## src/rtl/mips_pkg.sv

```systemverilog
// Shared encodings for the MIPS multicycle control unit: FSM states, opcode/funct
// values, ALU operation codes and PC source selects.
package mips_pkg;

  typedef enum logic [3:0] {
    FETCH,
    DECODE,
    MEMADR,
    MEMREAD,
    MEMWB,
    MEMWRITE,
    EXEC_R,
    ALU_WB_R,
    EXEC_I,
    ALU_WB_I,
    BRANCH,
    JUMP,
    ILLEGAL
  } state_t;

  localparam logic [5:0] OP_RTYPE = 6'h00;
  localparam logic [5:0] OP_LW    = 6'h23;
  localparam logic [5:0] OP_SW    = 6'h2B;
  localparam logic [5:0] OP_BEQ   = 6'h04;
  localparam logic [5:0] OP_ADDI  = 6'h08;
  localparam logic [5:0] OP_J     = 6'h02;

  localparam logic [5:0] FUNCT_ADD = 6'h20;
  localparam logic [5:0] FUNCT_SUB = 6'h22;
  localparam logic [5:0] FUNCT_AND = 6'h24;
  localparam logic [5:0] FUNCT_OR  = 6'h25;
  localparam logic [5:0] FUNCT_NOR = 6'h27;
  localparam logic [5:0] FUNCT_SLT = 6'h2A;

  localparam logic [3:0] ALU_AND = 4'b0000;
  localparam logic [3:0] ALU_OR  = 4'b0001;
  localparam logic [3:0] ALU_ADD = 4'b0010;
  localparam logic [3:0] ALU_SUB = 4'b0110;
  localparam logic [3:0] ALU_SLT = 4'b0111;
  localparam logic [3:0] ALU_NOR = 4'b1100;

  localparam logic [1:0] PCSRC_PLUS4  = 2'b00;
  localparam logic [1:0] PCSRC_BRANCH = 2'b01;
  localparam logic [1:0] PCSRC_JUMP   = 2'b10;

endpackage

```

## src/rtl/alu_decoder.sv

```systemverilog
// R-type funct to ALU operation decoder; valid is low for functs the datapath
// does not implement.
module alu_decoder
  import mips_pkg::*;
(
  input  logic [5:0] funct,
  output logic [3:0] alu_control,
  output logic       valid
);

  always_comb begin
    alu_control = ALU_ADD;
    valid       = 1'b1;
    case (funct)
      FUNCT_ADD: alu_control = ALU_ADD;
      FUNCT_SUB: alu_control = ALU_SUB;
      FUNCT_AND: alu_control = ALU_AND;
      FUNCT_OR:  alu_control = ALU_OR;
      FUNCT_NOR: alu_control = ALU_NOR;
      FUNCT_SLT: alu_control = ALU_SLT;
      default:   valid       = 1'b0;
    endcase
  end

endmodule

```

## src/rtl/mips_multicycle_control.sv

```systemverilog
// Multicycle MIPS control FSM: sequences fetch/decode/execute/memory/writeback,
// stalls on mem_ready, counts retired instructions and flags unsupported opcodes.
module mips_multicycle_control
  import mips_pkg::*;
#(
  parameter int CNT_W = 32
) (
  input  logic             clk,
  input  logic             rst_n,
  input  logic [31:0]      instruction,
  input  logic             Zero,
  input  logic             mem_ready,
  output logic             ALUScr,
  output logic             RegWrite,
  output logic             RegDst,
  output logic [3:0]       ALUControl,
  output logic             MemRead,
  output logic             MemWrite,
  output logic             MemtoReg,
  output logic             IorD,
  output logic             IRWrite,
  output logic             PCWrite,
  output logic [1:0]       PCSrc,
  output logic [CNT_W-1:0] instret,
  output logic             illegal
);

  state_t             state;
  state_t             state_nxt;
  logic               retire;
  logic [CNT_W-1:0]   instret_q;
  logic               illegal_q;

  logic [5:0]         opcode;
  logic [5:0]         funct;
  logic [3:0]         funct_alu;
  logic               funct_valid;
  logic               unused_instr_bits;

  assign opcode            = instruction[31:26];
  assign funct             = instruction[5:0];
  assign unused_instr_bits = ^instruction[25:6];

  alu_decoder u_alu_decoder (
    .funct       (funct),
    .alu_control (funct_alu),
    .valid       (funct_valid)
  );

  // Next-state and retire decode
  always_comb begin
    state_nxt = state;
    retire    = 1'b0;
    case (state)
      FETCH:    if (mem_ready) state_nxt = DECODE;
      DECODE: begin
        case (opcode)
          OP_LW, OP_SW: state_nxt = MEMADR;
          OP_RTYPE:     state_nxt = funct_valid ? EXEC_R : ILLEGAL;
          OP_ADDI:      state_nxt = EXEC_I;
          OP_BEQ:       state_nxt = BRANCH;
          OP_J:         state_nxt = JUMP;
          default:      state_nxt = ILLEGAL;
        endcase
      end
      MEMADR:   state_nxt = (opcode == OP_LW) ? MEMREAD : MEMWRITE;
      MEMREAD:  if (mem_ready) state_nxt = MEMWB;
      MEMWB: begin
        state_nxt = FETCH;
        retire    = 1'b1;
      end
      MEMWRITE: begin
        if (mem_ready) begin
          state_nxt = FETCH;
          retire    = 1'b1;
        end
      end
      EXEC_R:   state_nxt = ALU_WB_R;
      EXEC_I:   state_nxt = ALU_WB_I;
      ALU_WB_R, ALU_WB_I, BRANCH, JUMP: begin
        state_nxt = FETCH;
        retire    = 1'b1;
      end
      ILLEGAL:  state_nxt = ILLEGAL;
      default:  state_nxt = FETCH;
    endcase
  end

  always_ff @(posedge clk) begin
    if (!rst_n) begin
      state     <= FETCH;
      instret_q <= '0;
      illegal_q <= 1'b0;
    end else begin
      state <= state_nxt;
      if (retire) instret_q <= instret_q + CNT_W'(1);
      if (state_nxt == ILLEGAL) illegal_q <= 1'b1;
    end
  end

  logic       alusrc_c;
  logic       regwrite_c;
  logic       regdst_c;
  logic [3:0] aluctl_c;
  logic       memread_c;
  logic       memwrite_c;
  logic       memtoreg_c;
  logic       iord_c;
  logic       irwrite_c;
  logic       pcwrite_c;
  logic [1:0] pcsrc_c;

  // Moore output decode; the FETCH IR/PC load is qualified by the memory handshake
  always_comb begin
    alusrc_c   = 1'b0;
    regwrite_c = 1'b0;
    regdst_c   = 1'b0;
    aluctl_c   = ALU_AND;
    memread_c  = 1'b0;
    memwrite_c = 1'b0;
    memtoreg_c = 1'b0;
    iord_c     = 1'b0;
    irwrite_c  = 1'b0;
    pcwrite_c  = 1'b0;
    pcsrc_c    = PCSRC_PLUS4;
    case (state)
      FETCH: begin
        memread_c = 1'b1;
        irwrite_c = mem_ready;
        pcwrite_c = mem_ready;
      end
      MEMADR: begin
        alusrc_c = 1'b1;
        aluctl_c = ALU_ADD;
      end
      MEMREAD: begin
        alusrc_c  = 1'b1;
        aluctl_c  = ALU_ADD;
        memread_c = 1'b1;
        iord_c    = 1'b1;
      end
      MEMWB: begin
        alusrc_c   = 1'b1;
        aluctl_c   = ALU_ADD;
        regwrite_c = 1'b1;
        memtoreg_c = 1'b1;
      end
      MEMWRITE: begin
        alusrc_c   = 1'b1;
        aluctl_c   = ALU_ADD;
        memwrite_c = 1'b1;
        iord_c     = 1'b1;
      end
      EXEC_R:   aluctl_c = funct_alu;
      ALU_WB_R: begin
        aluctl_c   = funct_alu;
        regwrite_c = 1'b1;
        regdst_c   = 1'b1;
      end
      EXEC_I: begin
        alusrc_c = 1'b1;
        aluctl_c = ALU_ADD;
      end
      ALU_WB_I: begin
        alusrc_c   = 1'b1;
        aluctl_c   = ALU_ADD;
        regwrite_c = 1'b1;
      end
      BRANCH: begin
        aluctl_c  = ALU_SUB;
        pcsrc_c   = PCSRC_BRANCH;
        pcwrite_c = Zero;
      end
      JUMP: begin
        pcwrite_c = 1'b1;
        pcsrc_c   = PCSRC_JUMP;
      end
      default: ;
    endcase
  end

  // Reset holds every control low regardless of state
  assign ALUScr     = rst_n & alusrc_c;
  assign RegWrite   = rst_n & regwrite_c;
  assign RegDst     = rst_n & regdst_c;
  assign ALUControl = rst_n ? aluctl_c : 4'b0000;
  assign MemRead    = rst_n & memread_c;
  assign MemWrite   = rst_n & memwrite_c;
  assign MemtoReg   = rst_n & memtoreg_c;
  assign IorD       = rst_n & iord_c;
  assign IRWrite    = rst_n & irwrite_c;
  assign PCWrite    = rst_n & pcwrite_c;
  assign PCSrc      = rst_n ? pcsrc_c : 2'b00;
  assign illegal    = rst_n & illegal_q;
  assign instret    = instret_q;

endmodule

```

## config.mk

```make
export PLATFORM = sky130hd
export DESIGN_NAME = mips_multicycle_control
export DESIGN_NICKNAME = d
export VERILOG_FILES = /design/src/rtl/mips_pkg.sv /design/src/rtl/alu_decoder.sv /design/src/rtl/mips_multicycle_control.sv
export SDC_FILE = /design/constraint.sdc
export NUM_CORES = 1
export LEC_CHECK = 0
export CAP_MARGIN = 25
export CORE_ASPECT_RATIO = 1.25
export CORE_MARGIN = 2
export CORE_UTILIZATION = 35
export DETAILED_ROUTE_END_ITERATION = 10
export SYNTH_ARGS = -nofsm -noshare
export SYNTH_HDL_FRONTEND = slang
export SYNTH_SLANG_ARGS = --single-unit
```

## constraint.sdc

```tcl
create_clock -name clk -period 3.4 [get_ports clk]
set_clock_uncertainty 0.05 [all_clocks]
set_input_delay 0.51 -clock clk [delete_from_list [all_inputs] [get_ports clk]]
set_output_delay 0.51 -clock clk [all_outputs]
set_load 0.02 [all_outputs]
```

==> flow_summary.yaml <==
status:
  outcome: "complete, no violations"
setup_path:
  crit_start: "state[1]"
  slowest_delay_ns: 0.63
  timing.rr.start: "state[1]"
  endpoint: "PCWrite"
  startpoint_type: "register"
  crit_slowest_cell: "clkdlybuf4s50_1"
  cp.required_ns: 2.84
  r2r-end: "instret[13]"
  worstSetupPathType: "register to primary output"
  reg2reg_slack_ns: 0.67
  cp.arrival_ns: 2.35
  crit_fanout: 22
  crit_path_end_kind: "primary output"
  reg2reg_depth: 5
  cp_cell_sequence: "nor2_1 > nand2_1 > o21a_1 > nor3_1 > clkdlybuf4s50_1"
timing:
  fin_setup_tns_ns: 0
  setup_viol_count_final: 0
  slew_headroom_pct: 39.0
  rsz0062_at_grt: "no"
  drv_slew: 0
  fin_crit_ns: 2.91
  finalHoldViolations: 0
  worstMarginPinSlew_ns: 0.908
  final.setup.worst_slack_ns: 0.494
  period_share_pct: 85.5
  fmax_ghz: 0.344
yosys:
  synth.area.mux_share_pct: 2.90
  syn_nets: 356
  yosysSeqAreaShare_pct: 30.6
  yosysWarnings: 0
  postSynthAreaPerCell_sq_um: 7.58
  synth_edf_count: 0
  synthFlopType: "dfxtp_1"
  synthAdderAreaFrac_pct: 0.932
  synth_compound_area_share_pct: 17.5
  yosys.area.top_type: "dfxtp_1"
  synth_seq_cells: 37
  synthSimpleGateAreaFrac_pct: 36.0
  async_flop_share_pct: 0
  synth_area_leaders: "dfxtp_1 31%, nor2_1 6.1%, a21oi_1 4.6%"
  syn_inst: 319
  ys_types: 57
  synth_top_family_by_area: "simple AND/OR/NAND/NOR gates"
  syn_area_sq_mm: 0.00242
  synth_xor_area_share_pct: 5.43
  netlist.area_leader.share_pct: 30.6
drt:
  drtIter0Drc: 143
  drc: 0
  route.vias.total: 2532
  wirelength_microns: 6550
  vias_per_cell: 5.47
  ant_nets: 0
  firstDrtPassIters: 4
  wl_per_cell_microns: 14.1
placed_design:
  io_buffers: 63
  gp_congestion: 0.787
  dpl.hpwl_microns: 4860
  place_ws_ns: 0.515
clock_network:
  clk_pin_slew_ns: 0.08
  post_cts_buffers: 0
  numCtsBuffers: 5
  cts.sinks: 37
  cts_tree: "yes"
  insertion_delay_ns: 0.29
  cts_hold_buf: 0
  cts_max_path_buffers: 2
  clockRootBuffer: "clkbuf_8"
  post_cts_resized: 0
  h-tree-depth: 2
power_and_ir_drop:
  powerDensity_mw_per_mm2: 329
  switchingPower_uw: 323
  p_seq_share_pct: 44.7
  combPwrFrac_pct: 22.7
  intPower_uw: 726
  p_clk_share_pct: 32.6
  peakVddDrop_uv: 163
  leakagePower_uw: 0.00106
  sw_frac_of_total_pct: 30.8
final_layout:
  fillCellCount: 687
  num_antenna_cells: 0
  finalNetCount: 412
  multi_input_area_sq_mm: 0.00152
  seqCellArea_sq_um: 741
  drive_gt1_share_pct: 6.91
  layout_common_cells: "63 x clkdlybuf4s50_1, 39 x nor2_1, 37 x dfxtp_1"
  final_common_cell: "clkdlybuf4s50_1"
  syn_to_final_growth_pct: 32.0
floorplanning:
  die_area_sq_mm: 0.00759
  ios: 84
  initial_utilization_pct: 36.6
  die_height_microns: 96.9
  rows: 33
  die_width_microns: 78.3
  core_area_sq_mm: 0.00661
global_route:
  antenna_found_initial: 0
  gr-total-overflow: 0
  grtUsageTotal_pct: 17.8
  grt_pass1_wl_microns: 11000
  first_global_vias: 2339
  grt_max_degree: 23
min_path:
  hp-class: "register to register"
  min_from: "instret[31]"
flow_run:
  drv_cap: 0
## final cells by class
cell class                 instances  share of cell area, %
clock inverter                     1                  0.157
sequential                        37                   23.2
tap                               87                   3.41
clock buffer                       7                   3.02
multi-input combinational        250                   47.6
inverter                          12                   1.41
timing repair buffer              69                   21.2
## cells by family after synthesis
| group | after synthesis |
|---|---|
| mux | 7 |
| fa+ha+maj | 2 |
| flops | 37 |
| simple gates | 160 |
| compound gates | 66 |
| xor+xnor | 15 |
| buf+inv | 32 |
## how the worst min path moves through the flow
stage | cells after the start | slack (ns) | end
global route | 2 | 0.47 | instret[31]
global placement | 2 | 0.41 | instret[31]
floorplan | 2 | 0.49 | instret[31]
detailed placement | 2 | 0.42 | instret[31]
finish | 2 | 0.42 | instret[31]
CTS | 2 | 0.43 | instret[31]
## critical path: cells and delay by family, from the launching register on
kind                   cells  cell delay [ns]
DFF                        1             0.54
and+or+nand+nor            3             0.69
buffers and inverters      1             0.63
AOI/OAI and AO/OA          1             0.18
## stage by stage
step / utilization [%] / instance area (sq um) / power [uW] / hold WS [ns] / instances
floorplan: - / 2420 / 630 / 0.490 / 319
global placement: 46.8 / 3090 / 715 / 0.407 / 455
detailed placement: 46.8 / 3090 / 716 / 0.422 / 455
CTS: 48.3 / 3190 / 1060 / 0.431 / 463
global route: 48.3 / 3190 / 1100 / 0.469 / 463
finish: 48.3 / 3190 / 1050 / 0.425 / 463
## power by group through the flow
stage	clock, uW	combinational (uW)	sequential (uW)
floorplan	0	162	467
global placement	0	237	478
detailed placement	0	237	479
CTS	354	238	469
global route	370	260	473
finish	341	238	469
## per-layer routing
layer | global-route usage, % | vias up | part of all wire (%)
li1 | - | 1286 | -
met1 | 21.0 | 1162 | 42
met2 | 31.0 | 72 | 50
met3 | 3.36 | 12 | 4.9
met4 | 7.29 | 0 | 2.7
met5 | 0 | - | 0
## cells in the mapped netlist, types with 2 or more instances
master,instances
nor2b_1,3
o311ai_0,4
nand2_1,27
nand2b_1,9
buf_6,2
and3_1,5
a21oi_1,22
o32ai_1,2
nand3_1,11
mux2i_1,7
inv_1,12
a31o_2,2
nor3_1,9
or4_1,5
xor2_1,3
buf_1,2
a22oi_1,2
buf_2,2
nor3b_1,2
o21ai_0,15
xnor2_1,12
nand3_2,2
o21a_1,4
dfxtp_1,37
and3b_1,2
and3_2,2
o31ai_1,3
clkbuf_1,12
nor2_1,39
or2_2,2
clkbuf_8,2
nand4_1,15
or3_1,8
nor4_1,9
and2_1,2
## state kept, by name, indices dropped and copies added, names as in the netlist
register	cells
instret	32
state	4
illegal_q	1
(Power assumes the default switching activity.)
==> edit 1: new RTL, same flow settings <==
The parameter `CNT_W` goes from 32 to 28.
--- a/src/rtl/mips_multicycle_control.sv
+++ b/src/rtl/mips_multicycle_control.sv
@@ -3,7 +3,7 @@
 module mips_multicycle_control
   import mips_pkg::*;
 #(
-  parameter int CNT_W = 32
+  parameter int CNT_W = 28
 ) (
   input  logic             clk,
   input  logic             rst_n,
Interface: changed (resized instret); port bits go from 84 to 80. No check against the original RTL was run, so the function may have changed too.
==> edit 1 against the unedited design <==
Cell area is 8.9% lower. Sequential cell count is 4 lower. Critical path depth is 2 higher. Routed wire length is 11% lower. Area after synthesis is 8.4% lower. Count of clock-buffer cells in the layout is 2 lower. Setup slack worse by 0.044 ns. Total power is 6.0% lower. Largest power group unchanged.
==> edit 1: results (changes against the unedited design) <==
metric;value;unit;change
sequential element share of the synthesized area;29.83;%;-0.81 points
post-route ant nets;0;;unchanged
switching fraction of total power;33.28;%;+2.5 points
dpl ws;0.4148;ns;-0.1003 ns
fraction of registers with async set or reset after synthesis;0;%;unchanged
delay-heaviest family, CP;buffers and inverters;;
top cells by area, synth;dfxtp_1, nor2_1, a21oi_1;;
Port-buffer cells;59;;-6.3%
Crit Path Max Fanout;5;;-77%
Critical Path AT;2.39;ns;+0.04 ns
vias in the first global route;2115;;-9.6%
first-pass GRT wire length;9653;um;-13%
all-layer global routing usage;17.27;%;-0.49 points
leakage;0.8807;nW;-17%
via count;2325;;-8.2%
status;completed;;
post-DP HPWL;4129;um;-15%
Crit path largest cell delay;0.53;ns;-0.10 ns
Max VDD drop;0.1485;mV;-8.6%
Routed Wire Length;5793;um;-11%
Synthesized Nets;336;;-5.6%
max reg flops;28;;-13%
fraction of layout cells with a size suffix above 1;5.217;%;-1.7 points
Distinct cells, synth;52;;-8.8%
# nets final;383;;-7.0%
# diodes;0;;unchanged
GP Congestion;0.7454;;-5.2%
Starting DRT DRC Count;68;;-52%
largest net degree at the start of global routing;30;;+30%
Tightest Pin Transition;0.6699;ns;-0.2385 ns
Syn. warnings;0;;unchanged
## edit 1: per-stage QoR
| step | std cells | area (um2) |
|---|---|---|
| after global routing | 430 | 2907 |
| final | 430 | 2907 |
| after global placement | 424 | 2833 |
| after floorplan | 299 | 2215 |
| after detailed placement | 424 | 2833 |
| after CTS | 430 | 2907 |
## edit 1: metal layers
layer	up-vias	wire length [um]	global-route usage, %
li1	1188	-	-
met1	1079	2565	21.06
met3	6	224	2.829
met5	-	0	0
met2	52	2913	30.04
met4	0	90	5.702
## edit 1: worst min-delay path, stage by stage (launching register included)
cell and delay, ns:
dfxtp_1 0.33, o41ai_1 0.06, a21oi_1 0.05
## edit 1: power by group through the flow
stage	logic (mW)	clock network (mW)	registers (mW)
after floorplan	0.191	0	0.426
after global routing	0.304	0.295	0.447
final	0.271	0.272	0.443
after detailed placement	0.272	0	0.451
after CTS	0.273	0.281	0.442
after global placement	0.273	0	0.451
## edit 1: worst paths after layout
kind / start / depth (start not counted) / slack [ns] / end
max reg2reg: state[1] / 5 / 0.64 / instret[26]
min reg2reg: instret[27] / 2 / 0.44 / instret[27]
min: instret[27] / 2 / 0.44 / instret[27]
max: instruction[2] / 7 / 0.45 / ALUControl[1]
## edit 1: layout make-up
class	instances	area [um2]	share of cell area, %
repair buffers	64	628.1	21.61
well taps	85	106.4	3.659
flip-flops and latches	33	660.6	22.73
clock buffers	5	68.82	2.368
clock inverters	1	5.005	0.1722
inverters	7	26.28	0.9040
multi-input cells	235	1411	48.56
## edit 1: logic make-up (layout without fill, tap and decap cells)
family          Yosys count  after routing  synth area share, %
flops                    33             33                29.83
xor+xnor                 14             14                5.537
buf+inv                  31             77                6.441
fa+ha+maj                 1              1               0.5649
simple gates            147            147                36.89
compound gates           73             73                20.74
==> edit 2: new RTL, same settings <==
Without the edit above. Make the reset (`rst_n`) asynchronous in one clocked block.
--- a/src/rtl/mips_multicycle_control.sv
+++ b/src/rtl/mips_multicycle_control.sv
@@ -86,7 +86,7 @@
     endcase
   end
 
-  always_ff @(posedge clk) begin
+  always_ff @(posedge clk or negedge rst_n) begin
     if (!rst_n) begin
       state     <= FETCH;
       instret_q <= '0;
Formal check against the unedited RTL: differs if rst_n is asserted again (counterexample within 4 cycles, from zero or initial values and one cycle with rst_n low); with rst_n held inactive, the same outputs for 10 cycles.
==> edit 2 against the unedited design <==
Cell area shrank 4.7%. Sequential share of layout area rose by 7.2 points. Routed wire length down 23%. Area after synthesis decreased by 8.3%. Global-route usage down 2.4 points. Setup slack lost 0.045 ns. Sequential cell count stayed put. Hold slack got worse by 0.41 ns. First-iteration DRC count down 55%.
Power is not compared: it rests on default switching activity, and its combinational part moved more than twofold at a synthesized area within 25%.
==> edit 2: results (changes against the unedited design) <==
metric;value;unit;change
status;completed;;
vias in the first global route;1833;;-22%
fraction of registers with async set or reset after synthesis;100.0;%;+100 points
Crit Path Max Fanout;20;;-9.1%
leakage;1.280;nW;
Hold/Removal Path Class;input port to async pin;;
Starting DRT DRC Count;65;;-55%
first-pass GRT wire length;8466;um;-23%
list of most frequent post-synthesis cells;dfrtp_1, nor2_1, nand2_1, xnor2_1, xor2_1;;
relative slew slack;56.57;%;+18 points
Distinct cells, synth;47;;-18%
met2 WL;2447;um;-26%
sequential element share of the synthesized area;41.78;%;+11 points
Synth Area in Compound Gates;11.07;%;-6.5 points
GP Congestion;0.8864;;+13%
# nets final;340;;-17%
via count;1940;;-23%
post-route ant nets;0;;unchanged
Adder-Cell Fraction of Synth Area;0.5647;%;-0.37 points
Critical Path AT;2.39;ns;+0.04 ns
CTS root buffer;clkbuf_8;;
largest net degree at the start of global routing;37;;+61%
top cells by area, synth;dfrtp_1, xnor2_1, xor2_1;;
Fillers;597;;-13%
Synthesized Nets;276;;-22%
# diodes;0;;unchanged
Routed Wire Length;5035;um;-23%
multiplexer area fraction after synthesis;1.016;%;-1.9 points
Syn. warnings;0;;unchanged
xor/xnor share of the synthesized area;13.83;%;+8.4 points
post-DP HPWL;3740;um;-23%
Post-synth top flop;dfrtp_1;;
dpl cell area;0.002923;mm2;-5.4%
met3 wire len;255;um;-21%
Reg clk slew, reported paths;0.07;ns;
Post-Route M1 WL;2235;um;-19%
all-layer global routing usage;15.36;%;-2.4 points
fraction of layout cells with a size suffix above 1;6.908;%;-0.0070 points
[edit 2: cell count changes after synthesis, sizes merged, moves of 6 or more]
cell / unedited run / this run
mux2i: 7 / 0
clkbuf: 14 / 5
a21oi: 22 / 6
or3: 8 / 1
nand2b: 9 / 3
dfrtp: 0 / 37
or4: 7 / 1
o21ai: 16 / 9
nor4: 9 / 3
nor2: 39 / 24
nand4: 16 / 10
dfxtp: 37 / 0
xor2: 3 / 17
xnor2: 12 / 18
[edit 2: where the power goes]
part	total, mW	switching (mW)	internal (mW)
Sequential	0.633	0.135	0.498
Clock	0.396	0.157	0.239
Combinational	0.713	0.393	0.320
Total	1.74	0.685	1.06
[edit 2: layout make-up]
class | count | area share, %
multi-input combinational | 182 | 39.65
inverter | 12 | 1.482
tap | 85 | 3.499
timing repair buffer | 65 | 21.08
clock inverter | 1 | 0.9881
sequential | 37 | 30.47
clock buffer | 7 | 2.841
[edit 2: cell families after synthesis]
logic type | Yosys count
AO/OA/AOI/OAI | 36
XOR/XNOR | 35
adder cells (fa/ha/maj) | 1
buffers and inverters | 20
flip-flops | 37
multiplexers | 2
AND/OR/NAND/NOR | 108
[edit 2: path summary, 6_finish.rpt]
kind                               end  slack [ns]        start  cells after the start
max                            PCWrite        0.45     state[1]                      5
min in group clk           instret[31]        0.42  instret[31]                      1
min                           state[1]        0.02        rst_n                      1
min reg2reg                instret[31]        0.42  instret[31]                      1
max in group asynchronous   instret[3]        2.57        rst_n                      2
max reg2reg                instret[14]        1.01     state[1]                      5
[edit 2: critical path, cell delays in order (launching register included)]
cell,delay (ns)
dfrtp_1,0.62
nor2_1,0.43
nand2_1,0.12
o21ai_0,0.15
and3b_1,0.18
clkdlybuf4s50_1,0.60
[edit 2: per-layer routing]
layer / GRT usage, % / up-vias
met4: 5.848 / 0
met3: 4.026 / 9
met5: 0 / -
met2: 24.05 / 54
met1: 20.00 / 916
li1: - / 961
[edit 2: through the flow]
| stage | worst slack (ns) | std cells |
|---|---|---|
| floorplan | 1.380 | 239 |
| global placement | 0.5717 | 381 |
| detailed placement | 0.5503 | 381 |
| CTS | 0.4556 | 389 |
| global route | 0.3190 | 389 |
| finish | 0.4491 | 389 |
